### config.mk
export PLATFORM = sky130hd
export DESIGN_NAME = mult_seq
export DESIGN_NICKNAME = d
export VERILOG_FILES = /design/src/rtl/mult_pkg.sv /design/src/rtl/mult_seq.sv
export SDC_FILE = /design/constraint.sdc
export NUM_CORES = 1
export LEC_CHECK = 0
export CAP_MARGIN = 5
export CORE_ASPECT_RATIO = 1.1
export CORE_MARGIN = 1
export CORE_UTILIZATION = 44
export DETAILED_ROUTE_END_ITERATION = 12
export PLACE_DENSITY = 0.68
export SYNTH_ARGS = -nofsm -noshare
export SYNTH_HDL_FRONTEND = slang
export SYNTH_SLANG_ARGS = --single-unit
### constraint.sdc
create_clock -name clk -period 2.7 [get_ports clk]
set_input_delay 0.27 -clock clk [delete_from_list [all_inputs] [get_ports clk]]
set_output_delay 0.27 -clock clk [all_outputs]
set_load 0.03 [all_outputs]
### src/rtl/mult_pkg.sv
// rtl/mult_pkg.sv - shared state encoding and sizing helpers for the shift-add multiplier
package mult_pkg;

    localparam int MULT_WIDTH = 16;

    localparam logic [1:0] ST_IDLE = 2'd0;
    localparam logic [1:0] ST_RUN  = 2'd1;
    localparam logic [1:0] ST_DONE = 2'd2;

    // One spare bit so the counter can represent WIDTH itself.
    function automatic int mult_cnt_width(input int w);
        return $clog2(w) + 1;
    endfunction

endpackage

### src/rtl/mult_seq.sv
// rtl/mult_seq.sv - sequential shift-add multiply-accumulate, P = A*B + C
module mult_seq
    import mult_pkg::*;
#(
    parameter int WIDTH = MULT_WIDTH
) (
    input  logic               clk,
    input  logic               rst_n,
    input  logic               start,
    input  logic [WIDTH-1:0]   A,
    input  logic [WIDTH-1:0]   B,
    input  logic [WIDTH-1:0]   C,
    output logic [2*WIDTH-1:0] P,
    output logic               busy,
    output logic               done
);

    localparam int CW = mult_cnt_width(WIDTH);

    logic [1:0]         state;
    logic [2*WIDTH-1:0] acc;
    logic [2*WIDTH-1:0] mcand;
    logic [WIDTH-1:0]   mplier;
    logic [CW-1:0]      cnt;
    logic [2*WIDTH-1:0] acc_next;
    logic               last_step;

    // The addend preloads the accumulator, so the final sum never exceeds 2*WIDTH bits.
    always_comb begin
        acc_next  = mplier[0] ? (acc + mcand) : acc;
        last_step = (cnt == CW'(WIDTH - 1));
    end

    always_ff @(posedge clk or negedge rst_n) begin
        if (!rst_n) begin
            state  <= ST_IDLE;
            acc    <= '0;
            mcand  <= '0;
            mplier <= '0;
            cnt    <= '0;
            P      <= '0;
        end else begin
            case (state)
                ST_IDLE: begin
                    if (start) begin
                        acc    <= {{WIDTH{1'b0}}, C};
                        mcand  <= {{WIDTH{1'b0}}, A};
                        mplier <= B;
                        cnt    <= '0;
                        state  <= ST_RUN;
                    end
                end
                ST_RUN: begin
                    acc    <= acc_next;
                    mcand  <= mcand << 1;
                    mplier <= mplier >> 1;
                    cnt    <= cnt + 1'b1;
                    if (last_step) begin
                        P     <= acc_next;
                        state <= ST_DONE;
                    end
                end
                ST_DONE: begin
                    state <= ST_IDLE;
                end
                default: begin
                    state <= ST_IDLE;
                end
            endcase
        end
    end

    assign busy = (state == ST_RUN);
    assign done = (state == ST_DONE);

endmodule

# After elaboration in Yosys (flattened, before gate mapping)
# Cells that the tools add are included.
# classes
reduce_logical,5
addsub,2
eq_ne,5
n_mux,12
# ops
operator,count
32-bit one-hot mux with 2 select lines,2
32-bit 2-to-1 mux,3
32-bit adder,1
16-bit one-hot mux with 2 select lines,1
16-bit 2-to-1 mux,1
5-bit one-hot mux with 2 select lines,1
2-bit AND reduction,3
5-bit by 1-bit adder with 5-bit output (second input constant),1
5-bit by 4-bit == test with 1-bit output (second input constant),1
5-bit 2-to-1 mux,1
2-bit 2-to-1 mux,2
2-bit one-hot mux with 2 select lines,1
2-bit by 1-bit == test with 1-bit output (second input constant),1
2-bit == test (second input constant),1
2-bit logical NOT,1
2-bit by 1-bit inequality test with 1-bit output (second input constant),1
2-bit inequality test (second input constant),1
2-bit nonzero test,1
# word_totals
ff_bits,119
input_bits,51
output_inout_bits,34
word_cells,30

# Logic depth before layout (Yosys ltp)
# depth
word_depth,3
depth_mapped,10
depth_no_buf,10

# Least setup slack after synthesis
# OpenSTA, ideal clock, no wires.
# synth_path
kind,reg-to-reg
startpoint,register acc[0]
endpoint,register acc[28]
n_path_buf,0
path_stages_with_launch,11
arrival_ns,2.677
setup_time_ns,0.083
path_slack_ns,-0.059
period_less_slack_ns,2.759
required_time_ns,2.617
cell_sequence,dfrtp_1 > ha_1 > fa_1 > a21o_1 > a221oi_1 > o221ai_1 > o21bai_1 > o311ai_1 > a221o_1 > xnor2_1 > o21ai_0
# synth_between
elab_chain_len,3
# synth_rtl
item,line_no,rtl
"start, declared",mult_seq.sv:21,logic [2*WIDTH-1:0] acc;
"start signal, assigned",mult_seq.sv:46,"acc <= {{WIDTH{1'b0}}, C};"
"start signal, assigned",mult_seq.sv:54,acc <= acc_next;
32-bit adder,mult_seq.sv:30,acc_next = mplier[0] ? (acc + mcand) : acc;
32-bit 2-to-1 mux,mult_seq.sv:30,
32-bit one-hot mux with 2 select lines,mult_seq.sv:43,case (state)
# Every way passes these cells.
# A chain may end at the register's enable or synchronous reset.

# Final worst setup path
# layout_path
startpoint,register mcand[0]
endpoint,register acc[28]
# layout_between
elab_chain_len,3
# layout_rtl
item,line_no,rtl
"start, declared",mult_seq.sv:22,logic [2*WIDTH-1:0] mcand;
"start signal, assigned",mult_seq.sv:47,"mcand <= {{WIDTH{1'b0}}, A};"
"start signal, assigned",mult_seq.sv:55,mcand <= mcand << 1;
32-bit adder,mult_seq.sv:30,
32-bit 2-to-1 mux,mult_seq.sv:30,
32-bit one-hot mux with 2 select lines,mult_seq.sv:43,
# Every way passes these cells.

==> impl_metrics.toml <==
[outcome]
status = "complete, but fails checks"
violations = "setup timing"

[routing]
vias_per_cell = 5.97
wl_per_cell_um = 19.1
drt_wl_total_um = 21100
drtPass1Iterations = 6
ant_nets = 0
drt_iter0_drc = 422
num_vias = 6597
drc = 0

[timing]
finalCritPeriodShare = 1.01
finalMaxSlewViolations = 0
timing.hold.ws_ps = 389
finalSetupViolations = 3
max_freq_mhz = 367
finalHoldViolations = 0
slew_headroom = 0.392
rsz0062_at_grt = "true"
clock_skew_ps = 8.25
finalCriticalPeriod_ps = 2720
tightest_slew_ps = 912
setup_slack_ps = -21.3

[critical_path]
r2r_cells = 11
cp.required_ps = 2990
arrival_ps = 3010
crit_fanout = 3
crit_path_end_kind = "register"
startpoint_type = "register"
slowest_delay_ps = 400
critical_path_class = "reg2reg"
rr_startpoint = "mcand[0]"
cpMaxStageDelayCell = "dfrtp_1"
worstReg2RegEnd = "acc[28]"
worstPathCellList = "ha_2 > fa_2 > a21o_1 > a221oi_4 > o221ai_2 > o21bai_1 > buf_4 > o311ai_4 > a221o_1 > xnor2_1 > o21ai_1"
reg2reg_slack_ps = -20

[global_routing]
grt_max_degree = 58
grt_pass1_vias = 6507
grt_pass1_wl_um = 33200
grtUsageMet2 = 0.441
grt_usage = 0.265
antenna_found_initial = 0
busiest_layer = "met2"
use_met1 = 0.333
met3_usage = 0.0445
grt-ovfl-total = 0

[layout]
multi_input_area_mm2 = 0.00409
seq_area_mm2 = 0.00298
areaGrowthSynthToFinish_pct = 39.5
fillers = 1244
final_cells = 1105
drive_gt1_frac = 0.216
final_area_mm2 = 0.00961
diodes = 0
fin_nets = 981

[synth]
ys_dominant_reg_cell = "dfrtp_1"
synth_area_mm2 = 0.00689
synth_cells = 744
ys_types = 66
synth_edf_count = 0
synth_fa_ha_area_frac = 0.0629
synth_top_area_frac = 0.432
synthTopCellsByCount = "dfrtp_1 (119), nand2_1 (97), o21ai_0 (76)"
synthSimpleGateAreaFrac = 0.124
synth-compound-area-share = 0.277
yosys_warnings = 0
async_flop_share = 1.00
muxShareOfSynthArea = 0.0307
synth_top_family_by_area = "compound AO/OA/AOI/OAI gates"
synth_area_leaders = "dfrtp_1 (43%), ha_1 (6.0%), o21ai_0 (5.5%)"
synth_seq_area_share = 0.432
synth_nets = 829
avgSynthCellArea_um2 = 9.26
synth_top_cell_by_area = "dfrtp_1"
yosys.cell_count.top_type = "dfrtp_1"
yosys.area_share.xor_xnor = 0.0331
ys_ff_latch = 119

[clocking]
htree_levels = 4
clk_pin_slew_worst_paths_ps = 60
insertion_delay_ps = 420
cts_buffers = 17
cts.path.max_buffers = 2
cts-root-buf = "clkbuf_16"
cts_tree = "yes"
clock_sinks = 119

[floorplan]
die_h_um = 133
initial_utilization = 0.454
core-area_mm2 = 0.0152
dieWidth_um = 121
pin_count = 85
rows = 47
die-area_mm2 = 0.0162

[placed_design]
port_buffers = 84
dp_hpwl_um = 14200
dp_cells = 1056
place.gp.congestion = 0.882
dpl_worst_slack_ps = -163
placed_area_mm2 = 0.00842

[flow_run]
drv_cap = 0

[power_and_ir_drop]
ir_drop_uv = 598
p_leak_nw = 4.30
pwr_density_cell_mw_per_mm2 = 1270
fin_total_pwr_mw = 12.2

[worst_hold_path]
worstHoldPathType = "in2async"
## sequential cells by signal, indices dropped and copies added (netlist names)
register and count:
P 32, acc 32, cnt 5, mcand 32, mplier 16, state 2
## cells in the final DEF, fill, tap and decap left out, drive strengths merged, types with 7 or more instances in the layout
master and n:
o21ai 81, a22o 27, xor2 9, nor2 29
o21a 7, nand3 11, clkdlybuf4s50 82, a22oi 36
inv 20, nand2 97, mux2i 20, xnor2 17
ha 33, dfrtp 119, a21o 16, buf 99
o22ai 10, clkbuf 24, a21oi 55, nor3 9
and3 16
## worst max path at each step
stage | start | end | cells after the start
after floorplan | acc[0] | acc[28] | 10
after global placement | acc[0] | acc[28] | 11
after detailed placement | acc[0] | P[24] | 11
after CTS | mcand[0] | acc[28] | 11
after global routing | mcand[0] | acc[28] | 11
final | mcand[0] | acc[28] | 11
## report_power, final
group          switching (mW)  internal, mW
logic                    3.70          3.06
registers               0.611          2.50
clock network           0.823          1.54
## per-stage QoR
stage | setup TNS (ps) | util
finish | -55.2 | 0.633
global route | -1020 | 0.633
CTS | -57.9 | 0.605
detailed placement | -966 | 0.555
global placement | -394 | 0.555
floorplan | 0 | -
## layer usage
metal  wire (um)  up-vias
met5           0        -
met4         497        0
met3         951       35
met2       10600      223
met1        8990     3285
li1            -     3054
## worst max-delay path, delay by kind of cell, from the launching register on
family | cells | cell delay [ps]
xor gates and xnor gates | 1 | 150
DFF | 1 | 400
AOI/OAI and AO/OA | 7 | 1320
buffers and inverters | 1 | 170
adders and majority gates | 2 | 550
## kinds of logic (layout without fill, tap and decap cells)
group | Yosys count | in the layout
AOI/OAI and AO/OA | 285 | 285
muxes | 21 | 21
and+or+nand+nor | 189 | 189
xor gates and xnor gates | 26 | 26
adders and majority gates | 34 | 34
buffers and inverters | 70 | 235
DFF | 119 | 119
## final cells by class
cell class	count	area share
clock inverter	8	0.0124
sequential	119	0.310
tap	196	0.0255
multi-input combinational	555	0.426
timing repair buffer	182	0.167
inverter	21	0.00820
clock buffer	24	0.0512
## what timing repair did
item / 4_1_cts / 5_1_grt
endpoints found under the hold margin: 43 / 0
setup buffers: 4 / 13
pin swaps: 7 / 28
hold buffers: 1 / 0
endpoints found under the setup margin: 19 / 28
resized for setup: 16 / 59
Power figures use the tool's default switching activity.
